<file path="src/rtl/demux2_stream_pkg.sv">
// demux2_stream_pkg: shared types and helpers for the two-way stream demultiplexer.
// The optional delivered-beat counters are enabled with DEMUX2_STREAM_CNT_EN.
package demux2_stream_pkg;

    localparam int CNT_W = 16;

    typedef logic [CNT_W-1:0] cnt_t;

    // Pointer width for a power-of-two FIFO depth; never narrower than one bit.
    function automatic int ptr_w(input int depth);
        if (depth <= 2) begin
            return 1;
        end else begin
            return $clog2(depth);
        end
    endfunction

endpackage

</file>
<file path="src/rtl/demux2_fifo.sv">
// demux2_fifo: small synchronous FIFO used once per demux output.
// Head entry is driven straight from the storage registers, so a pushed
// beat becomes visible one cycle after the push edge. Push is ignored when
// full and pop is ignored when empty.
module demux2_fifo
    import demux2_stream_pkg::*;
#(
    parameter int WIDTH = 8,
    parameter int DEPTH = 2
) (
    input  logic             clk,
    input  logic             rst_n,
    input  logic             i_push,
    input  logic [WIDTH-1:0] i_data,
    input  logic             i_pop,
    output logic             o_full,
    output logic             o_empty,
    output logic [WIDTH-1:0] o_data
);

    localparam int PW = ptr_w(DEPTH);
    localparam int CW = PW + 1;
    localparam logic [PW-1:0] PTR_ONE = PW'(1);
    localparam logic [CW-1:0] CNT_ONE = CW'(1);
    localparam logic [CW-1:0] CNT_MAX = CW'(DEPTH);

    logic [WIDTH-1:0] r_mem [DEPTH];
    logic [PW-1:0]    r_rd_ptr;
    logic [PW-1:0]    r_wr_ptr;
    logic [CW-1:0]    r_count;

    logic w_full;
    logic w_empty;
    logic w_push_ok;
    logic w_pop_ok;

    // Status flags and qualified push/pop strobes.
    always_comb begin
        w_full    = (r_count == CNT_MAX);
        w_empty   = (r_count == {CW{1'b0}});
        w_push_ok = i_push && !w_full;
        w_pop_ok  = i_pop && !w_empty;
    end

    // Storage, pointers and occupancy; pointers wrap naturally at DEPTH.
    always_ff @(posedge clk) begin
        if (!rst_n) begin
            for (int i = 0; i < DEPTH; i++) begin
                r_mem[i] <= {WIDTH{1'b0}};
            end
            r_rd_ptr <= {PW{1'b0}};
            r_wr_ptr <= {PW{1'b0}};
            r_count  <= {CW{1'b0}};
        end else begin
            if (w_push_ok) begin
                r_mem[r_wr_ptr] <= i_data;
                r_wr_ptr        <= r_wr_ptr + PTR_ONE;
            end else begin
                r_wr_ptr <= r_wr_ptr;
            end
            if (w_pop_ok) begin
                r_rd_ptr <= r_rd_ptr + PTR_ONE;
            end else begin
                r_rd_ptr <= r_rd_ptr;
            end
            case ({w_push_ok, w_pop_ok})
                2'b10:   r_count <= r_count + CNT_ONE;
                2'b01:   r_count <= r_count - CNT_ONE;
                default: r_count <= r_count;
            endcase
        end
    end

    assign o_full  = w_full;
    assign o_empty = w_empty;
    assign o_data  = r_mem[r_rd_ptr];

endmodule

</file>
<file path="src/rtl/demux2_stream.sv">
// demux2_stream: one valid/ready stream routed onto two outputs by in_sel
// (0 -> out1, 1 -> out2), each output buffered by its own FIFO so a stalled
// consumer only blocks beats headed to it.
// Optional per-output delivered-beat counters: define DEMUX2_STREAM_CNT_EN.
module demux2_stream
    import demux2_stream_pkg::*;
#(
    parameter int WIDTH = 8,
    parameter int DEPTH = 2
) (
    input  logic             clk,
    input  logic             rst_n,
    input  logic             in_valid,
    output logic             in_ready,
    input  logic [WIDTH-1:0] in_data,
    input  logic             in_sel,
    output logic             out1_valid,
    input  logic             out1_ready,
    output logic [WIDTH-1:0] out1_data,
    output logic             out2_valid,
    input  logic             out2_ready,
    output logic [WIDTH-1:0] out2_data
`ifdef DEMUX2_STREAM_CNT_EN
    ,
    output cnt_t             out1_cnt,
    output cnt_t             out2_cnt
`endif
);

    logic w_full1;
    logic w_full2;
    logic w_empty1;
    logic w_empty2;
    logic w_in_ready;
    logic w_push1;
    logic w_push2;
    logic w_pop1;
    logic w_pop2;

    // Ready follows the selected FIFO only; no pass-through when full.
    always_comb begin
        if (in_sel) begin
            w_in_ready = !w_full2;
        end else begin
            w_in_ready = !w_full1;
        end
        w_push1 = in_valid && w_in_ready && !in_sel;
        w_push2 = in_valid && w_in_ready && in_sel;
        w_pop1  = out1_ready && !w_empty1;
        w_pop2  = out2_ready && !w_empty2;
    end

    demux2_fifo #(
        .WIDTH (WIDTH),
        .DEPTH (DEPTH)
    ) u_fifo1 (
        .clk     (clk),
        .rst_n   (rst_n),
        .i_push  (w_push1),
        .i_data  (in_data),
        .i_pop   (w_pop1),
        .o_full  (w_full1),
        .o_empty (w_empty1),
        .o_data  (out1_data)
    );

    demux2_fifo #(
        .WIDTH (WIDTH),
        .DEPTH (DEPTH)
    ) u_fifo2 (
        .clk     (clk),
        .rst_n   (rst_n),
        .i_push  (w_push2),
        .i_data  (in_data),
        .i_pop   (w_pop2),
        .o_full  (w_full2),
        .o_empty (w_empty2),
        .o_data  (out2_data)
    );

    assign in_ready   = w_in_ready;
    assign out1_valid = !w_empty1;
    assign out2_valid = !w_empty2;

`ifdef DEMUX2_STREAM_CNT_EN
    cnt_t r_cnt1;
    cnt_t r_cnt2;

    // Delivered-beat counters; wrap at 16 bits, cleared by reset.
    always_ff @(posedge clk) begin
        if (!rst_n) begin
            r_cnt1 <= {CNT_W{1'b0}};
            r_cnt2 <= {CNT_W{1'b0}};
        end else begin
            if (w_pop1) begin
                r_cnt1 <= r_cnt1 + cnt_t'(1);
            end else begin
                r_cnt1 <= r_cnt1;
            end
            if (w_pop2) begin
                r_cnt2 <= r_cnt2 + cnt_t'(1);
            end else begin
                r_cnt2 <= r_cnt2;
            end
        end
    end

    assign out1_cnt = r_cnt1;
    assign out2_cnt = r_cnt2;
`endif

endmodule

</file>
<file path="config.mk">
export PLATFORM = sky130hd
export DESIGN_NAME = demux2_stream
export DESIGN_NICKNAME = d
export VERILOG_FILES = /design/src/rtl/demux2_stream_pkg.sv /design/src/rtl/demux2_fifo.sv /design/src/rtl/demux2_stream.sv
export SDC_FILE = /design/constraint.sdc
export NUM_CORES = 1
export LEC_CHECK = 0
export ABC_AREA = 1
export CORE_AREA = 2 2 65 67
export CTS_CLUSTER_SIZE = 16
export DETAILED_ROUTE_END_ITERATION = 6
export DIE_AREA = 0 0 67 69
export PLACE_DENSITY = 0.81
export SLEW_MARGIN = 10
export SYNTH_ARGS = -nofsm -noshare
export SYNTH_HDL_FRONTEND = slang
export SYNTH_SLANG_ARGS = --single-unit
</file>
<file path="constraint.sdc">
create_clock -name clk -period 3.38 [get_ports clk]
set_input_delay 0.507 -clock clk [delete_from_list [all_inputs] [get_ports clk]]
set_output_delay 0.507 -clock clk [all_outputs]
set_load 0.01 [all_outputs]
</file>
==> flow_summary_export.csv <==
group,metric,value,unit
status,status,"complete, no violations",
sta,relSlewSlack,61.9,%
critical_path,critPathLaunch,"in_sel",
clock_network,cts_sinks,42,
floorplanning,io_pins,33,
power_and_ir_drop,power.share.clock,24.9,%
global_route,antenna_found_initial,0,
synth,synth_compound_area_share,3.59,%
synth,yosysTopAreaCellShare,45.1,%
critical_path,criticalPathCategory,"primary input to primary output",
critical_path,worstReg2RegStart,"u_fifo2.r_count[0]",
sta,period_minus_slack,2420,ps
final_layout,drive_gt1_share,33.0,%
synth,syn_area,0.00213,mm²
clock_network,numCtsBuffers,5,
routing,drc_errors,0,
power_and_ir_drop,p_seq_share,51.4,%
sta,rsz0062_at_grt,"no",
sta,fin_tns_setup,0,ps
power_and_ir_drop,sw_frac_of_total,28.2,%
placed_design,dpl-instance-area,0.00246,mm²
global_route,grt-ovfl-total,0,
routing,drt_iter0_drc,78,
synth,synthMuxAreaShare,8.47,%
global_route,grtUsageTotal,19.3,%
critical_path,worstPathCellList,"clkdlybuf4s50_1 -> nor2_1 -> a31oi_1 -> clkdlybuf4s50_1",
final_layout,fin_area,0.00254,mm²
final_layout,n_antenna_cell,0,
power_and_ir_drop,combPwrFrac,23.7,%
synth,synth_adder_area_share,1.18,%
critical_path,cp_common_cell,"clkdlybuf4s50_1",
floorplanning,dieArea,0.00462,mm²
critical_path,r2r_cells,9,
global_route,grt_max_degree,19,
clock_network,cts_hold_buf,0,
clock_network,cts.repair.resized,0,
floorplanning,row_count,23,
sta,max_freq,414,MHz
synth,synthSimpleGateAreaFrac,26.4,%
placed_design,gp_congestion,0.705,
sta,fin_crit_sh,71.5,%
final_layout,final_cell_mix,"nor3_2 (32), clkdlybuf4s50_1 (32), edfxtp_1 (32)",
clock_network,post_cts_buffers,0,
synth,synth.ff_latch_count,42,
clock_network,cts_buffer_depth,2,
synth,ys_types,23,
routing,wire_per_inst,15.6,µm
synth,syn-num-nets,188,
routing,via_count,1369,
critical_path,worstPathArrival,1910,ps
power_and_ir_drop,peakVddDrop,0.284,mV
final_layout,synthToLayoutAreaGrowth,19.5,%
synth,synthCells,172,
routing,met3_wirelength,185,µm
run,max-cap-violations,0,
routing,dr.pass1.iters,4,
critical_path,critPathSlowestCell,"clkdlybuf4s50_1",
floorplanning,fp.dieW,67,µm
global_route,first_global_vias,1414,
floorplanning,die_height,69,µm
critical_path,r2r_slack,1610,ps
power_and_ir_drop,p_per_area,488,mW/mm²
floorplanning,start_util,54.4,%
synth,synth_top_family_by_area,"simple AND/OR/NAND/NOR gates",
clock_network,clkTransAtPathRegs,70,ps
synth,synth.area.top_cells,"edfxtp_1 (45%), nor3_2 (15%), dfxtp_1 (9.4%), mux2_2 (8.5%), inv_1 (3.0%)",
routing,drt_wl_total,3.99,mm
routing,ant_nets,0,
critical_path,r2r_end,"u_fifo2.r_count[1]",
critical_path,end_kind,"primary output",
routing,top_layer_used,"met4",
sta,hold_viol,0,
placed_design,post-place-ws,965,ps
routing,vias_per_cell,5.35,
routing,wl_met1,1.71,mm
sta,fin_ws,965,ps
power_and_ir_drop,p_leak,0.925,nW
synth,ys_seq_area_share,54.6,%
routing,wl_met2,2.02,mm
sta,setup_violations,0,
placed_design,port_buffers,32,
critical_path,max_stage_delay,600,ps
synth,syn_avg_cell_area,12.4,µm²
placed_design,dp_hpwl,2.92,mm
clock_network,h-tree-depth,2,
min_path,hold_path_class,"flip-flop to flip-flop",
critical_path,worstPathMaxFanout,5,
sta,slew_viol_final,0,
min_path,min_from,"u_fifo2.r_rd_ptr",
clock_network,cts_root_buf,"clkbuf_8",
power_and_ir_drop,switchingPower,0.351,mW
critical_path,startpoint_type,"primary input",
clock_network,cts_tree,"built",
clock_network,clkLatencyLatePin,290,ps
final_layout,fin_nets,221,
synth,yosys.area.top_type,"edfxtp_1",
synth,yosysWarnings,0,
sta,worst_pin_slew,569,ps
power_and_ir_drop,intPower,0.891,mW
synth,synthXorXnorAreaFrac,0,%
sta,finClkSkew,3.86,ps
floorplanning,core-area,0.00391,mm²
critical_path,cp.required,2870,ps
min_path,hold_path_depth,2,
global_route,grt_first_pass_wirelength,6.72,mm
==> area by class of cell <==
class,count,area [µm²]
tap,50,62.6
inverter,20,75.1
fill,315,1370
sequential,42,1160
multi-input combinational,104,843
timing repair buffer,32,320
clock buffer,8,80.1
==> cell usage after synthesis <==
library cell,number
o21a_1,2
nor3_2,32
nand3_1,2
buf_2,3
ha_1,2
nand3_2,2
inv_1,17
nand2_1,14
edfxtp_1,32
nor2_1,15
nand4_1,2
dfxtp_1,10
nand2_4,2
nand2_2,2
inv_2,3
buf_6,3
a21oi_1,2
mux2_2,16
or2_1,2
a31oi_1,1
o21ai_2,4
o21ai_0,2
nand4_4,2
==> registers in the layout, summed over array words and instances (netlist names), named ones only <==
name              cells
u_fifo1.r_count       2
u_fifo1.r_mem        16
u_fifo1.r_rd_ptr      1
u_fifo1.r_wr_ptr      1
u_fifo2.r_count       2
u_fifo2.r_mem        16
u_fifo2.r_rd_ptr      1
u_fifo2.r_wr_ptr      1
==> per-stage QoR <==
| stage | power [mW] | cells | util [%] | hold WS, ps |
|---|---|---|---|---|
| 6_report | 1.24 | 256 | 65.0 | 519 |
| 5_1_grt | 1.30 | 256 | 65.0 | 558 |
| 4_1_cts | 1.25 | 256 | 65.0 | 525 |
| 3_5_place_dp | 0.945 | 248 | 62.9 | 506 |
| 3_3_place_gp | 0.928 | 248 | 62.9 | 489 |
| 2_1_floorplan | 0.826 | 172 | - | 467 |
==> worst max path at each step <==
stage	to	cells past startpoint
final	in_ready	4
after global placement	in_ready	4
after floorplan	u_fifo1.r_count[1]	9
after detailed placement	in_ready	4
after global routing	in_ready	4
after CTS	in_ready	4
==> power groups by stage <==
stage	sequential (mW)	combinational [mW]	clock (mW)
5_1_grt	0.644	0.320	0.339
6_report	0.639	0.294	0.309
3_5_place_dp	0.651	0.294	0
3_3_place_gp	0.646	0.282	0
4_1_cts	0.639	0.297	0.314
2_1_floorplan	0.632	0.194	0
==> kinds of logic after synthesis <==
group,count (synthesis)
simple gates,75
flops,42
buf+inv,26
mux,16
compound gates,11
fa+ha+maj,2
==> critical path, delay by kind of cell <==
kind,cells,cell delay [ps]
AOI/OAI and AO/OA,1,150
and+or+nand+nor,1,80
buffers and inverters,2,1170
==> per-layer routing <==
| metal | vias up | global-route usage (%) |
|---|---|---|
| met2 | 30 | 30.5 |
| met5 | - | 0 |
| met3 | 9 | 4.73 |
| met1 | 664 | 25.4 |
| li1 | 666 | - |
| met4 | 0 | 7.48 |
Note: power is estimated with default switching activity, not from simulation.
